File: config.mk
export PLATFORM = sky130hd
export DESIGN_NAME = ecc_rx_pipe
export DESIGN_NICKNAME = d
export VERILOG_FILES = /design/src/rtl/ecc_pkg.sv /design/src/rtl/rvecc_decode.sv /design/src/rtl/ecc_rx_pipe.sv
export SDC_FILE = /design/constraint.sdc
export NUM_CORES = 1
export LEC_CHECK = 0
export ABC_AREA = 1
export CORE_ASPECT_RATIO = 1.75
export CORE_MARGIN = 3
export CORE_UTILIZATION = 30
export DETAILED_ROUTE_END_ITERATION = 6
export GPL_ROUTABILITY_DRIVEN = 0
export HOLD_SLACK_MARGIN = 0.12
export PLACE_DENSITY = 0.55
export SLEW_MARGIN = 10
export SYNTH_ARGS = -nofsm -noshare
export SYNTH_HDL_FRONTEND = slang
export SYNTH_SLANG_ARGS = --single-unit --ignore-timing --ignore-initial --compat-mode --unroll-limit 50000
File: constraint.sdc
create_clock -name clk -period 7.54 [get_ports clk]
set_input_delay 1.508 -clock clk [delete_from_list [all_inputs] [get_ports clk]]
set_output_delay 1.508 -clock clk [all_outputs]
set_load 0.03 [all_outputs]
File: src/rtl/ecc_pkg.sv
// ecc_pkg: shared SEC-DED codeword types, widths and syndrome pattern helper
package ecc_pkg;
   localparam int DATA_W = 32;
   localparam int ECC_W  = 7;
   localparam int CW_W   = 39;
   typedef struct packed {
      logic [ECC_W-1:0]  ecc;
      logic [DATA_W-1:0] data;
   } cw_t;
   typedef struct packed {
      logic [DATA_W-1:0] data;
      logic              sbe;
      logic              dbe;
   } dec_res_t;
   // Data bit idx owns the idx-th non-power-of-two syndrome (3,5,6,7,9,...);
   // check bit j owns 1<<j, and ecc[6] is overall parity.
   function automatic logic [5:0] syn_pat(input int idx);
      int n;
      syn_pat = '0;
      n = 0;
      for (int p = 3; p < 64; p++)
         if ((p & (p - 1)) != 0) begin
            if (n == idx) syn_pat = p[5:0];
            n++;
         end
   endfunction
endpackage

File: src/rtl/rvecc_decode.sv
// rvecc_decode: combinational SEC-DED decoder for {ecc[6:0], data[31:0]}
module rvecc_decode
   import ecc_pkg::*;
(
   input  logic              en,
   input  logic [DATA_W-1:0] din,
   input  logic [ECC_W-1:0]  ecc_in,
   output logic [DATA_W-1:0] dout,
   output logic              single_ecc_error,
   output logic              double_ecc_error
);
   logic [5:0] syn;
   logic       par;
   // odd overall parity means one flipped bit; even parity with nonzero syndrome means two
   always_comb begin
      syn = ecc_in[5:0];
      for (int i = 0; i < DATA_W; i++) syn = syn ^ (din[i] ? syn_pat(i) : 6'd0);
      par = ^{ecc_in, din};
      dout = din;
      for (int i = 0; i < DATA_W; i++) if (en && par && syn == syn_pat(i)) dout[i] = ~din[i];
      single_ecc_error = en && par;
      double_ecc_error = en && !par && syn != 6'd0;
   end
endmodule

File: src/rtl/ecc_rx_pipe.sv
// ecc_rx_pipe: 2-stage SEC-DED receive pipe with counters (ECC_RX_CNT_EN) and first-error log
module ecc_rx_pipe
   import ecc_pkg::*;
#(
   parameter int CNT_W = 16,
   parameter int TAG_W = 8
)(
   input  logic              clk,
   input  logic              rst,
   input  logic              in_valid,
   output logic              in_ready,
   input  logic [CW_W-1:0]   in_codeword,
   input  logic [TAG_W-1:0]  in_tag,
   output logic              out_valid,
   input  logic              out_ready,
   output logic [DATA_W-1:0] out_data,
   output logic [TAG_W-1:0]  out_tag,
   output logic              out_sbe,
   output logic              out_dbe,
   output logic [CNT_W-1:0]  sbe_count,
   output logic [CNT_W-1:0]  dbe_count,
   input  logic              cnt_clr,
   output logic              log_valid,
   output logic              log_dbe,
   output logic [TAG_W-1:0]  log_tag,
   output logic [CW_W-1:0]   log_codeword,
   input  logic              log_clr
);
   cw_t              s1_cw, s2_cw;
   logic [TAG_W-1:0] s1_tag, s2_tag;
   logic             s1_valid, s2_valid, s1_adv, s2_adv, xfer;
   dec_res_t         dec, s2_res;

   assign s2_adv    = !s2_valid || out_ready;
   assign s1_adv    = !s1_valid || s2_adv;
   assign in_ready  = s1_adv;
   assign xfer      = s2_valid && out_ready;
   assign out_valid = s2_valid;
   assign out_data  = s2_res.data;
   assign out_sbe   = s2_res.sbe;
   assign out_dbe   = s2_res.dbe;
   assign out_tag   = s2_tag;

   rvecc_decode u_dec (
      .en               (1'b1),
      .din              (s1_cw.data),
      .ecc_in           (s1_cw.ecc),
      .dout             (dec.data),
      .single_ecc_error (dec.sbe),
      .double_ecc_error (dec.dbe)
   );

   // pipeline registers; payload loads only with a valid word so stalls hold outputs
   always_ff @(posedge clk or posedge rst) begin
      if (rst) begin
         s1_valid <= 1'b0;
         s1_cw    <= '0;
         s1_tag   <= '0;
         s2_valid <= 1'b0;
         s2_cw    <= '0;
         s2_tag   <= '0;
         s2_res   <= '0;
      end else begin
         if (s1_adv) begin
            s1_valid <= in_valid;
            if (in_valid) begin
               s1_cw  <= cw_t'(in_codeword);
               s1_tag <= in_tag;
            end
         end
         if (s2_adv) begin
            s2_valid <= s1_valid;
            if (s1_valid) begin
               s2_cw  <= s1_cw;
               s2_tag <= s1_tag;
               s2_res <= dec;
            end
         end
      end
   end

`ifdef ECC_RX_CNT_EN
   // saturating error counters, bumped on output transfer; clear has priority
   always_ff @(posedge clk or posedge rst) begin
      if (rst) begin
         sbe_count <= '0;
         dbe_count <= '0;
      end else if (cnt_clr) begin
         sbe_count <= '0;
         dbe_count <= '0;
      end else if (xfer) begin
         if (out_sbe && sbe_count != '1) sbe_count <= sbe_count + CNT_W'(1);
         if (out_dbe && dbe_count != '1) dbe_count <= dbe_count + CNT_W'(1);
      end
   end
`else
   logic unused_cnt_clr;
   assign unused_cnt_clr = cnt_clr;
   assign sbe_count = '0;
   assign dbe_count = '0;
`endif

   // first-error log; clear has priority and re-arms capture
   always_ff @(posedge clk or posedge rst) begin
      if (rst) begin
         log_valid    <= 1'b0;
         log_dbe      <= 1'b0;
         log_tag      <= '0;
         log_codeword <= '0;
      end else if (log_clr) begin
         log_valid <= 1'b0;
      end else if (xfer && (out_sbe || out_dbe) && !log_valid) begin
         log_valid    <= 1'b1;
         log_dbe      <= out_dbe;
         log_tag      <= s2_tag;
         log_codeword <= s2_cw;
      end
   end
endmodule
==> reports/results.tsv <==
stage	metric	value	unit
run_status	status	finished, final reports clean	
min_path	hold_path.class	register to register	
sta	timing.final.crit_share	0.600	
synth	synth_xor_area_frac	0.0220	
critical_path	critPathLaunchType	primary input	
synth	synth.area.top_cells	dfrtp_1, nand2_1, o21ai_0, inv_1, nand3_1	
finish	antenna_cells	0	
floorplanning	die-area	32700	µm²
detailed_routing	ant_nets	0	
floorplanning	initial_core_util	0.304	
detailed_routing	vias	7726	
sta	setup_viol	0	
global_routing	grt_overflow	0	
floorplanning	die_width	138	µm
floorplanning	rows	84	
sta	hold_slack	0.476	ns
global_routing	grt_max_degree	87	
clock_network	cts_sinks	179	
sta	drv_slew	0	
synth	synth_top_area_frac	0.489	
synth	synth_area_leader_cell	dfrtp_1	
flow_run	cap_violations	0	
sta	worst_slew_pin_slew	0.959	ns
placement	place_ws	2.98	ns
finish	fin_nets	1390	
placement	dpl_cell_area	10800	µm²
sta	worst_slack	3.01	ns
sta	period_minus_slack	4.53	ns
critical_path	critPathKind	primary input to primary output	
detailed_routing	first_pass_iters	5	
detailed_routing	drt-total-wl	26.3	mm
detailed_routing	drc	0	
critical_path	critPathCaptureType	primary output	
synth	synth_top_flop_cell	dfrtp_1	
synth	synthMuxAreaShare	0.0185	
synth	synth_area	9150	µm²
clock_network	cts_resized	0	
synth	synth_warnings	0	
floorplanning	pin_count	178	
clock_network	cts_hold_buf	0	
clock_network	clk_pin_slew	0.06	ns
placement	hpwl	19.9	mm
clock_network	clockBufferDepth	2	
synth	synth_top_family_by_area	simple AND/OR/NAND/NOR gates	
critical_path	worstPathMaxFanout	3	
sta	final_hold_viol_count	0	
finish	drive_above_1_share	0.0867	
clock_network	clk_latency	0.44	ns
finish	syn2layout_area_growth	24.8	%
finish	final_core_util	0.380	
finish	final_area	11400	µm²
synth	synth_compound_area_frac	0.0797	
power	p_leak	0.00580	µW
floorplanning	fp.coreArea	30100	µm²
global_routing	antenna_found_initial	0	
sta	slew_headroom	0.360	
critical_path	cp.arrival	3.02	ns
placement	io_buffers	144	
synth	synth_fa_ha_area_frac	0	
clock_network	cts_made_buffers	17	
synth	yosysSeqAreaShare	0.489	
synth	synth.distinct_cells	33	
detailed_routing	vias_per_cell	4.45	
synth	syn_area_per_cell	7.59	µm²
sta	fmax	221	MHz
clock_network	cts_max_level	4	
detailed_routing	dr.first_iter.drc_count	410	
synth	yosys_register_bits	179	
finish	num-fill-cells	3154	
clock_network	root_buffer	clkbuf_16	
power	peakVddDrop	0.000184	V
synth	synthCells	1206	
synth	synthArstFlopShare	1.00	
critical_path	worstPathRequired	6.03	ns
detailed_routing	post_drt_wl_per_cell	15.1	µm
synth	synth-simple-area-share	0.292	
power	power_density	395	nW/µm²
sta	rsz0062_at_grt	false	
global_routing	grt_pass1_vias	7536	
clock_network	cts_tree	built	
sta	fin_setup_tns	0	ns
global_routing	grt_usage	0.162	
clock_network	cts_setup_buffers	0	
global_routing	grt_pass1_wl	41.3	mm
sta	clock_skew	0.0102	ns
floorplanning	dieHeight	237	µm
synth	synth_edf_count	0	
[worst paths after layout]
kind	slack [ns]	depth (start not counted)	start	end
worst max-delay path	3.01	4	out_ready	in_ready
worst min-delay path	0.48	2	s1_tag[3]	out_tag[3]
worst max register to register	4.82	10	out_valid	out_data[5]
worst min register to register	0.48	2	s1_tag[3]	out_tag[3]
max in group asynchronous	4.82	3	rst	s1_cw[18]
min in group asynchronous	1.47	2	rst	log_tag[6]
[placed cells by master (no fill, tap or decap), types with 3 or more instances in the layout]
master and count:
o21ai_1 6, nand2_1 490, a21oi_1 39, inv_6 4
clkinv_2 5, inv_2 25, clkbuf_16 17, o21ai_2 3
nor2_2 5, nor2_1 61, conb_1 32, dfrtp_1 179
nand4_1 8, nand2_2 19, o21ai_0 94, xor2_1 10
nand2_4 4, nand3_1 54, nand3b_1 3, xnor2_1 8
inv_1 100, clkdlybuf4s50_1 144, buf_4 7, mux2_2 15
[per-layer routing]
layer / part of all wire / track usage / vias up
met5: 0 / 0 / -
met2: 0.53 / 0.296 / 179
met1: 0.39 / 0.179 / 3573
met4: 0.041 / 0.0806 / 0
met3: 0.036 / 0.0267 / 42
li1: - / - / 3932
[final cells by class]
| class | count | area, µm² | share of cell area |
|---|---|---|---|
| timing repair buffer | 151 | 1490 | 0.131 |
| multi-input combinational | 860 | 3900 | 0.341 |
| clock inverter | 12 | 128 | 0.0112 |
| inverter | 128 | 490 | 0.0429 |
| clock buffer | 20 | 447 | 0.0391 |
| sequential | 179 | 4480 | 0.392 |
| tap | 387 | 484 | 0.0424 |
[synthesized netlist by cell type (all sizes together) (3+ instances only)]
library cell,instances
a21oi,39
buf,44
clkbuf,26
dfrtp,179
inv,128
mux2,15
nand2,513
nand3,55
nand3b,3
nand4,8
nor2,69
o21ai,103
xnor2,10
xor2,10
[state kept, by name, summed over array words and instances (netlist names)]
| signal | count |
|---|---|
| log_codeword | 39 |
| log_dbe | 1 |
| log_tag | 8 |
| log_valid | 1 |
| out_data | 32 |
| out_dbe | 1 |
| out_sbe | 1 |
| out_tag | 8 |
| out_valid | 1 |
| s1_cw | 39 |
| s1_tag | 8 |
| s1_valid | 1 |
| s2_cw | 39 |
[cells by family after synthesis]
kind of cell    count (synthesis)
xor+xnor                       20
flops                         179
other cells                     1
mux                            15
buf+inv                       198
compound gates                143
simple gates                  650
[power breakdown]
group / switching, µW / total, µW / internal (µW)
registers: 201 / 1470 / 1270
logic: 1400 / 2150 / 749
clock network: 386 / 883 / 498
[metrics by stage]
step	total power [µW]	std cells
6_report	4510	1737
5_1_grt	4820	1737
4_1_cts	4570	1737
3_5_place_dp	3670	1705
3_3_place_gp	3630	1705
2_1_floorplan	2880	1237
[worst max-delay path, stage by stage]
cell and delay, ns:
clkdlybuf4s50_1 0.49, inv_1 0.06, nand3_1 0.22, clkdlybuf4s50_1 0.74
(Power assumes the default switching activity.)
